--- src/rtl/carregador_de_instrucoes.sv ---
`timescale 1ns/1ps
// carregador_de_instrucoes
// Program loader: receives a byte stream (16-bit word count N, low byte first,
// followed by N little-endian 32-bit words), writes each assembled word into
// instruction memory, holds the CPU stalled for the whole load and then
// pulses cpu_start so the CPU restarts from PC 0.
// All outputs are decoded from the state register and registered data only.
// ADDR_W must satisfy 2**ADDR_W == DEPTH and be smaller than 16 so that the
// word index can be compared directly against the 16-bit count.
module carregador_de_instrucoes #(
    parameter int DEPTH  = 256,
    parameter int ADDR_W = 8
) (
    input  logic              clk,
    input  logic              reset,
    input  logic              start,
    input  logic [7:0]        byte_in,
    input  logic              byte_valid,
    output logic              byte_ready,
    output logic              mem_we,
    output logic [ADDR_W-1:0] mem_waddr,
    output logic [31:0]       mem_wdata,
    output logic              cpu_stall,
    output logic              cpu_start,
    output logic              load_error,
    output logic [ADDR_W:0]   words_loaded
);

    // State encoding
    localparam logic [2:0] IDLE     = 3'd0;
    localparam logic [2:0] COUNT_LO = 3'd1;
    localparam logic [2:0] COUNT_HI = 3'd2;
    localparam logic [2:0] DATA     = 3'd3;
    localparam logic [2:0] WRITE    = 3'd4;
    localparam logic [2:0] DONE     = 3'd5;
    localparam logic [2:0] ERROR    = 3'd6;

    // Largest legal word count, widened so the comparison cannot wrap
    localparam logic [16:0] MAX_COUNT = 17'(DEPTH);

    logic [2:0]        state_q, state_d;
    logic [1:0]        lane_q, lane_d;
    logic [ADDR_W-1:0] index_q, index_d;
    logic [15:0]       count_q, count_d;
    logic [31:0]       word_q, word_d;
    logic [ADDR_W:0]   words_q, words_d;
    logic              error_q, error_d;

    logic              handshake;
    logic              data_handshake;
    logic [15:0]       count_full;
    logic              count_bad;
    logic              last_word;

    // A byte moves only when both sides agree on the rising edge
    assign handshake      = byte_valid & byte_ready;
    assign data_handshake = handshake & (state_q == DATA);

    // Full count as it will be once the high byte is taken
    assign count_full = {byte_in, count_q[7:0]};
    assign count_bad  = (count_full == 16'd0) || ({1'b0, count_full} > MAX_COUNT);

    // Index reaches N-1 on the final word; N >= 1 is guaranteed outside ERROR
    assign last_word  = (16'(index_q) == (count_q - 16'd1));

    // Byte-lane assembly: each lane only captures on its own handshake
    for (genvar gi = 0; gi < 4; gi++) begin : g_lane
        assign word_d[gi*8 +: 8] = (data_handshake && (lane_q == 2'(gi)))
                                   ? byte_in
                                   : word_q[gi*8 +: 8];
    end

    // Next-state and datapath update logic
    always_comb begin
        state_d = state_q;
        lane_d  = lane_q;
        index_d = index_q;
        count_d = count_q;
        words_d = words_q;
        error_d = error_q;

        case (state_q)
            IDLE: begin
                if (start) begin
                    state_d = COUNT_LO;
                    words_d = '0;
                end
            end

            COUNT_LO: begin
                if (handshake) begin
                    count_d = {count_q[15:8], byte_in};
                    state_d = COUNT_HI;
                end
            end

            COUNT_HI: begin
                if (handshake) begin
                    count_d = count_full;
                    if (count_bad) begin
                        state_d = ERROR;
                        error_d = 1'b1;
                    end else begin
                        state_d = DATA;
                        index_d = '0;
                        lane_d  = 2'd0;
                    end
                end
            end

            DATA: begin
                if (handshake) begin
                    // Lane wraps from 3 back to 0 naturally
                    lane_d = lane_q + 2'd1;
                    if (lane_q == 2'd3) begin
                        state_d = WRITE;
                    end
                end
            end

            WRITE: begin
                words_d = words_q + 1'b1;
                if (last_word) begin
                    state_d = DONE;
                end else begin
                    index_d = index_q + 1'b1;
                    state_d = DATA;
                end
            end

            DONE: begin
                state_d = IDLE;
            end

            ERROR: begin
                if (start) begin
                    state_d = COUNT_LO;
                    error_d = 1'b0;
                    words_d = '0;
                end
            end

            default: begin
                state_d = IDLE;
            end
        endcase
    end

    // State and datapath registers; reset wins over start and handshakes
    always_ff @(posedge clk) begin
        if (reset) begin
            state_q <= IDLE;
            lane_q  <= 2'd0;
            index_q <= '0;
            count_q <= 16'd0;
            word_q  <= 32'd0;
            words_q <= '0;
            error_q <= 1'b0;
        end else begin
            state_q <= state_d;
            lane_q  <= lane_d;
            index_q <= index_d;
            count_q <= count_d;
            word_q  <= word_d;
            words_q <= words_d;
            error_q <= error_d;
        end
    end

    // Moore output decode
    assign byte_ready   = (state_q == COUNT_LO) || (state_q == COUNT_HI) ||
                          (state_q == DATA);
    assign mem_we       = (state_q == WRITE);
    assign mem_waddr    = index_q;
    assign mem_wdata    = word_q;
    assign cpu_stall    = (state_q != IDLE);
    assign cpu_start    = (state_q == DONE);
    assign load_error   = error_q;
    assign words_loaded = words_q;

endmodule

--- config.mk ---
export PLATFORM = sky130hd
export DESIGN_NAME = carregador_de_instrucoes
export DESIGN_NICKNAME = d
export VERILOG_FILES = /design/src/rtl/carregador_de_instrucoes.sv
export SDC_FILE = /design/constraint.sdc
export NUM_CORES = 1
export LEC_CHECK = 0
export CORE_MARGIN = 5
export CORE_UTILIZATION = 52
export DETAILED_ROUTE_END_ITERATION = 16
export PLACE_DENSITY = 0.8
export SETUP_SLACK_MARGIN = 0.4
export SYNTH_ARGS = -nofsm -noshare
export SYNTH_HDL_FRONTEND = slang
export SYNTH_SLANG_ARGS = --single-unit
--- constraint.sdc ---
create_clock -name clk -period 3.2 [get_ports clk]
set_input_delay 0.32 -clock clk [delete_from_list [all_inputs] [get_ports clk]]
set_output_delay 0.32 -clock clk [all_outputs]
set_load 0.01 [all_outputs]
==> summary.md, run 1 <==
| Metric | Value |
|---|---|
| Post-synth EDFFs | `0` |
| Synthesized instance count | `around 430` |
| Largest net degree at the start of global routing | `34` |
| DR vias | `3266` |
| Final Hold Vio Count | `0` |
| Die height | `91.04 um` |
| Synth Cell Area | `3415 um^2` |
| Die Footprint | `between 8000 and 9000 um^2` |
| Rel. slew slack | `0.5495` |
| Setup-failing EPs final | `0` |
| Initial antenna violation count | `0` |
| DRC viols | `0` |
| Main combinational cell family by area after synthesis | `simple AND/OR/NAND/NOR gates` |
| Mapped Avg Cell Area | `7.978 um^2` |
| Pwr Density | `574.9 nW/um^2` |
| Synth Area in Simple Gates | `0.2657` |
| Sequential area share after synthesis | `0.4163` |
| Final Max Slew Viols | `0` |
| Crit path max fanout | `13` |
| Reg2Reg Setup Slack | `0.57 ns` |
| Post-synthesis mux area share | `0.02052` |
| Commonest non-fill, non-tap cells in the layout | `dfxtp_1 (71), clkdlybuf4s50_1 (64), nand2_1 (62)` |
| Fillers | `544` |
| Worst-Margin Slew | `0.6750 ns` |
| Vias per std cell | `5.730` |
| Final core occ | `0.6846` |
| Vias in the first global route | `around 3000` |
| Max clock buf depth | `2` |
| IO buf count | `65` |
| Tcrit/Tclk final | `0.8210` |
| Wirelength per Cell | `~15 um` |
| Final WL | `about 8500 um` |
| Total iterations of the first detailed-routing run | `5` |
| CTS tree | `built` |
| Worst Reg-to-Reg Cells | `11` |
| CTS H-tree depth | `3` |
| Die Wd | `91.04 um` |
| Synth area leaders | `dfxtp_1 (42%), a21oi_1 (8.8%), nand2_1 (6.8%)` |
| Clk Latency, worst-skew pair | `0.35 ns` |
| Max Freq | `0.3806 GHz` |
| Post-synth cell types | `49` |
| Critical Path End Type | `flop` |
| CTS sink cnt | `between 70 and 80` |
| Critical Path Start Type | `flop` |
| Slowest cell on the critical path | `or3b_2` |
| Starting density of the core | `0.5347` |
| Global-route wire length before repair | `14280 um` |
| Clock root buffer | `clkbuf_8` |
| Detail Route Antenna Nets | `0` |
| GRT overflow | `0` |
| Main synth FF type | `dfxtp_1` |
| Routability cong. | `roughly 0.86` |
| Yosys reg bits | `71` |
| Status | `finished, final reports clean` |
| Hold_buf cts | `0` |
| Cell Rows | `29` |
| Layout cells sized above 1 | `0.09533` |
| Final min period | `roughly 2.6 ns` |
| Peak VDD IR | `0.4117 mV` |
| Worst clock skew | `0.004456 ns` |
| Ant. Diodes | `0` |
| Hold Path Cell Cnt | `2` |
| Async set-reset flop share out of synthesis | `0` |
| Setup TNS | `0 ns` |
| Max cap viols | `0` |
| Leading cell type in the layout, fill and taps excluded | `dfxtp_1` |
| DP HPWL | `around 6000 um` |
| GRT Total Usage | `0.2084` |
| Arrival @ worst endpoint | `2.91 ns` |
| HP Class | `flop to flop` |
| Post-Synth XOR/XNOR Area | `0.05130` |
| Clock slew at the register clock pins of the worst setup and hold paths | `0.08 ns` |
| Synth top area share | `0.4163` |
| CP Class | `flop to flop` |
| Crit-path max cell delay | `0.51 ns` |
| Crit-path cells | `inv_1, ha_4, or3b_2, nor2_1, xnor2_1, nand3_2, nor2_4, a21oi_4, buf_12, or3_1, a21oi_1` |
| RSZ-0062 raised after global routing | `no` |
| TritonCTS Buffers | `9` |
| YS warnings | `0` |
| Syn Nets | `447` |
| Final nets | `507` |
| Number of DRC markers in iteration 0 | `210` |
| Area Growth Syn to Fin | `28.03%` |
| Compound-Gate Fraction of Synth Area | `0.1711` |
| Core area | `6386 um^2` |
| CP Data Required Time | `approximately 3.5 ns` |
| Yosys top cell by area | `dfxtp_1` |
| Static Leak | `1.506 nW` |
| Top-Level Pins | `66` |
| Post-Synth Adder-Cell Area | `0.02565` |
critical path, delay by kind of cell (launching register included):
| family | cells | cell delay (ns) |
|---|---|---|
| and+or+nand+nor | 5 | 1.38 |
| AOI/OAI and AO/OA | 2 | 0.20 |
| buffers and inverters | 2 | 0.29 |
| adders and majority gates | 1 | 0.21 |
| DFF | 1 | 0.35 |
| xor gates and xnor gates | 1 | 0.15 |
final cells by class:
type                    instances  area (um^2)  share of cell area
repair buffers                 77        748.2              0.1712
flip-flops and latches         71         1421              0.3251
inverters                      10        37.54            0.008586
well taps                      77        96.34             0.02204
clock inverters                 6        67.56             0.01546
multi-input cells             319         1863              0.4262
clock buffers                  10        137.6             0.03148
what timing repair did:
action,CTS,global route
setup buffers,0,1
resized for setup,1,5
endpoints found under the setup margin,5,8
pin swaps,0,1
synth_stat cells, types with 6 or more instances:
cell type  count
nand2_1       62
nor2_1        39
dfxtp_1       71
a21oi_1       60
mux2i_1        7
nand3_1       39
inv_1         10
xor2_1        11
ha_1           7
or3_1          7
xnor2_1        9
nor3_1         8
clkbuf_1      20
nand4_1        6
o21ai_0        6
cells by family (layout without fill, tap and decap cells):
logic type	after synthesis	after routing
muxes	7	7
buffers and inverters	38	103
xor gates and xnor gates	20	20
DFF	71	71
adders and majority gates	7	7
and+or+nand+nor	187	187
AOI/OAI and AO/OA	98	98
state kept, by name, indices dropped and copies added (netlist names):
signal	count
load_error	1
count_q	16
mem_waddr	8
state_q	3
mem_wdata	32
lane_q	2
words_loaded	9
through the flow:
stage                     hold WS [ns]  cells  instance area (um^2)  total power [mW]  setup slack, ns
after floorplan                 0.4363    428                  3415             1.565           0.5937
after detailed placement        0.4474    553                  4116             1.763           0.4015
after CTS                       0.4485    569                  4324             2.501           0.4497
final                           0.4564    570                  4372             2.513           0.5728
after global placement          0.4432    553                  4116             1.745           0.5240
after global routing            0.4758    570                  4372             2.665           0.4413
per-layer routing:
layer  global-route usage  wire length [um]
met1               0.2828              3864
met2               0.3197              3865
met3              0.04380               610
met4              0.09046               161
met5                    0                 0
where the power goes:
part           switching, mW  internal (mW)
logic                  0.419          0.336
clock network          0.356          0.384
registers             0.0828          0.935
worst paths after layout:
kind	start	to
worst min register to register	count_q[14]$_SDFFE_PP0P_	count_q[14]$_SDFFE_PP0P_
worst max-delay path	count_q[0]$_SDFFE_PP0P_	mem_waddr[4]$_SDFFE_PP0P_
worst min-delay path	count_q[14]$_SDFFE_PP0P_	count_q[14]$_SDFFE_PP0P_
worst max register to register	count_q[0]$_SDFFE_PP0P_	mem_waddr[4]$_SDFFE_PP0P_
No activity file was read; power rests on OpenSTA's default activity.
==> run 2, diff against run 1 <==
Clock period 3.2 ns to 2.7 ns, I/O delays scaled along.
==> summary.md, run 2 (synthesis results as in run 1) <==
| Metric | Value |
|---|---|
| TritonCTS Buffers | `9` |
| Vias per std cell | `between 5 and 6` |
| CP Data Required Time | `about 2.9 ns` |
| DP HPWL | `roughly 6200 um` |
| Worst clock skew | `around 0.0087 ns` |
| Die height | `approximately 91 um` |
| Final Max Slew Viols | `0` |
| IO buf count | `65` |
| Layout cells sized above 1 | `0.1686` |
| Max clock buf depth | `2` |
| Final min period | `2.450 ns` |
| Min-delay src | `reset` |
| Top-Level Pins | `66` |
| DRC viols | `0` |
| Detail Route Antenna Nets | `0` |
| CTS H-tree depth | `3` |
| Final Hold Vio Count | `0` |
| Area Growth Syn to Fin | `33.31%` |
| Clock root buffer | `clkbuf_8` |
| Final core occ | `0.7128` |
| Clock slew at the register clock pins of the worst setup and hold paths | `0.08 ns` |
| Crit path buf inv count | `1` |
| Max Freq | `a little over 0.4 GHz` |
| Commonest non-fill, non-tap cells in the layout | `dfxtp_1 (64), clkdlybuf4s50_1 (64), nand2_1 (62)` |
| Crit path max fanout | `6` |
| Design area | `4552 um^2` |
| Fin cells | `about 590` |
| CP Class | `flop to flop` |
| Routability cong. | `0.8986` |
| Die Wd | `91.04 um` |
| Global-route wire length before repair | `15330 um` |
| Starting density of the core | `0.5347` |
| Setup-failing EPs final | `0` |
| Power after layout | `just over 3 mW` |
| Final WL | `9238 um` |
| Rel. slew slack | `0.6457` |
| FF+latch area | `1433 um^2` |
| Ant. Diodes | `0` |
| Critical Path End Type | `flop` |
| Max reg flops | `32` |
| Crit-path cells | `or4_4, or3_4, a21oi_2, o2111ai_2, nand4b_4, a21oi_4, buf_4, xor2_2, nor2_1` |
| RSZ-0062 raised after global routing | `yes` |
| Largest net degree at the start of global routing | `52` |
| Multi-input gate area | `1947 um^2` |
| GRT Total Usage | `0.2240` |
| Placed Area | `4189 um^2` |
| Slowest cell on the critical path | `or4_4` |
| Tcrit/Tclk final | `0.9073` |
| GRT overflow | `0` |
| Total iterations of the first detailed-routing run | `5` |
| Cell Rows | `29` |
| Vias in the first global route | `3256` |
| Setup TNS | `0 ns` |
| Pwr Density | `665.9 nW/um^2` |
| Arrival @ worst endpoint | `2.69 ns` |
| Max cap viols | `0` |
| Die Footprint | `8287 um^2` |
| Fillers | `501` |
| Static Leak | `1.583 nW` |
| Final nets | `around 530` |
| Critical Path Start Type | `flop` |
| CTS tree | `built` |
| HP Class | `primary input to flop` |
| Status | `finished, final reports clean` |
| Initial antenna violation count | `0` |
| Peak VDD IR | `0.4712 mV` |
| CTS sink cnt | `71` |
| DR vias | `3354` |
| Hold_buf cts | `0` |
| Core area | `6386 um^2` |
| Crit-path max cell delay | `~0.59 ns` |
| Crit path launch | `count_q[2]$_SDFFE_PP0P_` |
| Wirelength per Cell | `roughly 16 um` |
| Crit path max-delay family | `simple AND/OR/NAND/NOR gates` |
| Clk Latency, worst-skew pair | `about 0.35 ns` |
| Worst-Margin Slew | `0.5314 ns` |
| RR Startpoint | `count_q[2]$_SDFFE_PP0P_` |
| Number of DRC markers in iteration 0 | `232` |
| Dpl cells | `between 500 and 600` |
==> run 2: cell types whose count changed in the layout (fill, tap and decap cells not counted), moves of 2 or more <==
| cell | previous run | this run |
|---|---|---|
| inv_1 | 10 | 8 |
| dfxtp_1 | 71 | 64 |
| a21oi_2 | 0 | 3 |
| buf_4 | 11 | 29 |
| inv_2 | 0 | 2 |
| a21oi_1 | 60 | 57 |
| nor4b_1 | 4 | 2 |
| o21ai_0 | 6 | 4 |
| dfxtp_2 | 0 | 6 |
| nor4b_2 | 0 | 2 |
==> run 2: cell type report <==
type / instances / share of cell area
clock buffers: 10 / 0.02804
well taps: 77 / 0.02117
clock inverters: 5 / 0.007971
inverters: 10 / 0.008246
repair buffers: 95 / 0.1921
flip-flops and latches: 71 / 0.3147
multi-input cells: 319 / 0.4277
==> run 2: where the power goes <==
| part | internal, mW | switching (mW) |
|---|---|---|
| sequential | 1.11 | 0.104 |
| clock | 0.328 | 0.406 |
| combinational | 0.501 | 0.579 |
==> run 2: path summary, 6_finish.rpt <==
path                                   to  slack (ns)  cells past startpoint
min reg2reg    mem_wdata[25]$_SDFFE_PP0P_        0.46                      2
max             mem_waddr[0]$_SDFFE_PP0P_        0.25                      9
min          words_loaded[1]$_SDFFE_PP0P_        0.20                      2
max reg2reg     mem_waddr[0]$_SDFFE_PP0P_        0.25                      9
==> run 2: through the flow <==
step	hold WS [ns]	setup slack [ns]
after global placement	0.4417	0.2227
after floorplan	0.4060	0.3089
after CTS	0.1902	0.2765
after global routing	0.2122	0.1601
after detailed placement	0.4485	0.1066
final	0.2034	0.2502
==> run 2: timing repair <==
item | CTS | global route
pin swaps | 4 | 4
setup buffers | 11 | 0
hold endpoints to repair | 0 | 0
cloned | 0 | 0
resized for setup | 17 | 17
setup endpoints to repair | 11 | 15
==> run 2: metal layers <==
metal	part of all wire	track usage	wire length, um	vias up
li1	-	-	-	1645
met1	0.43	0.2844	4016	1564
met2	0.48	0.3648	4408	128
met3	0.068	0.06446	629	17
met4	0.020	0.07579	184	0
met5	0	0	0	-
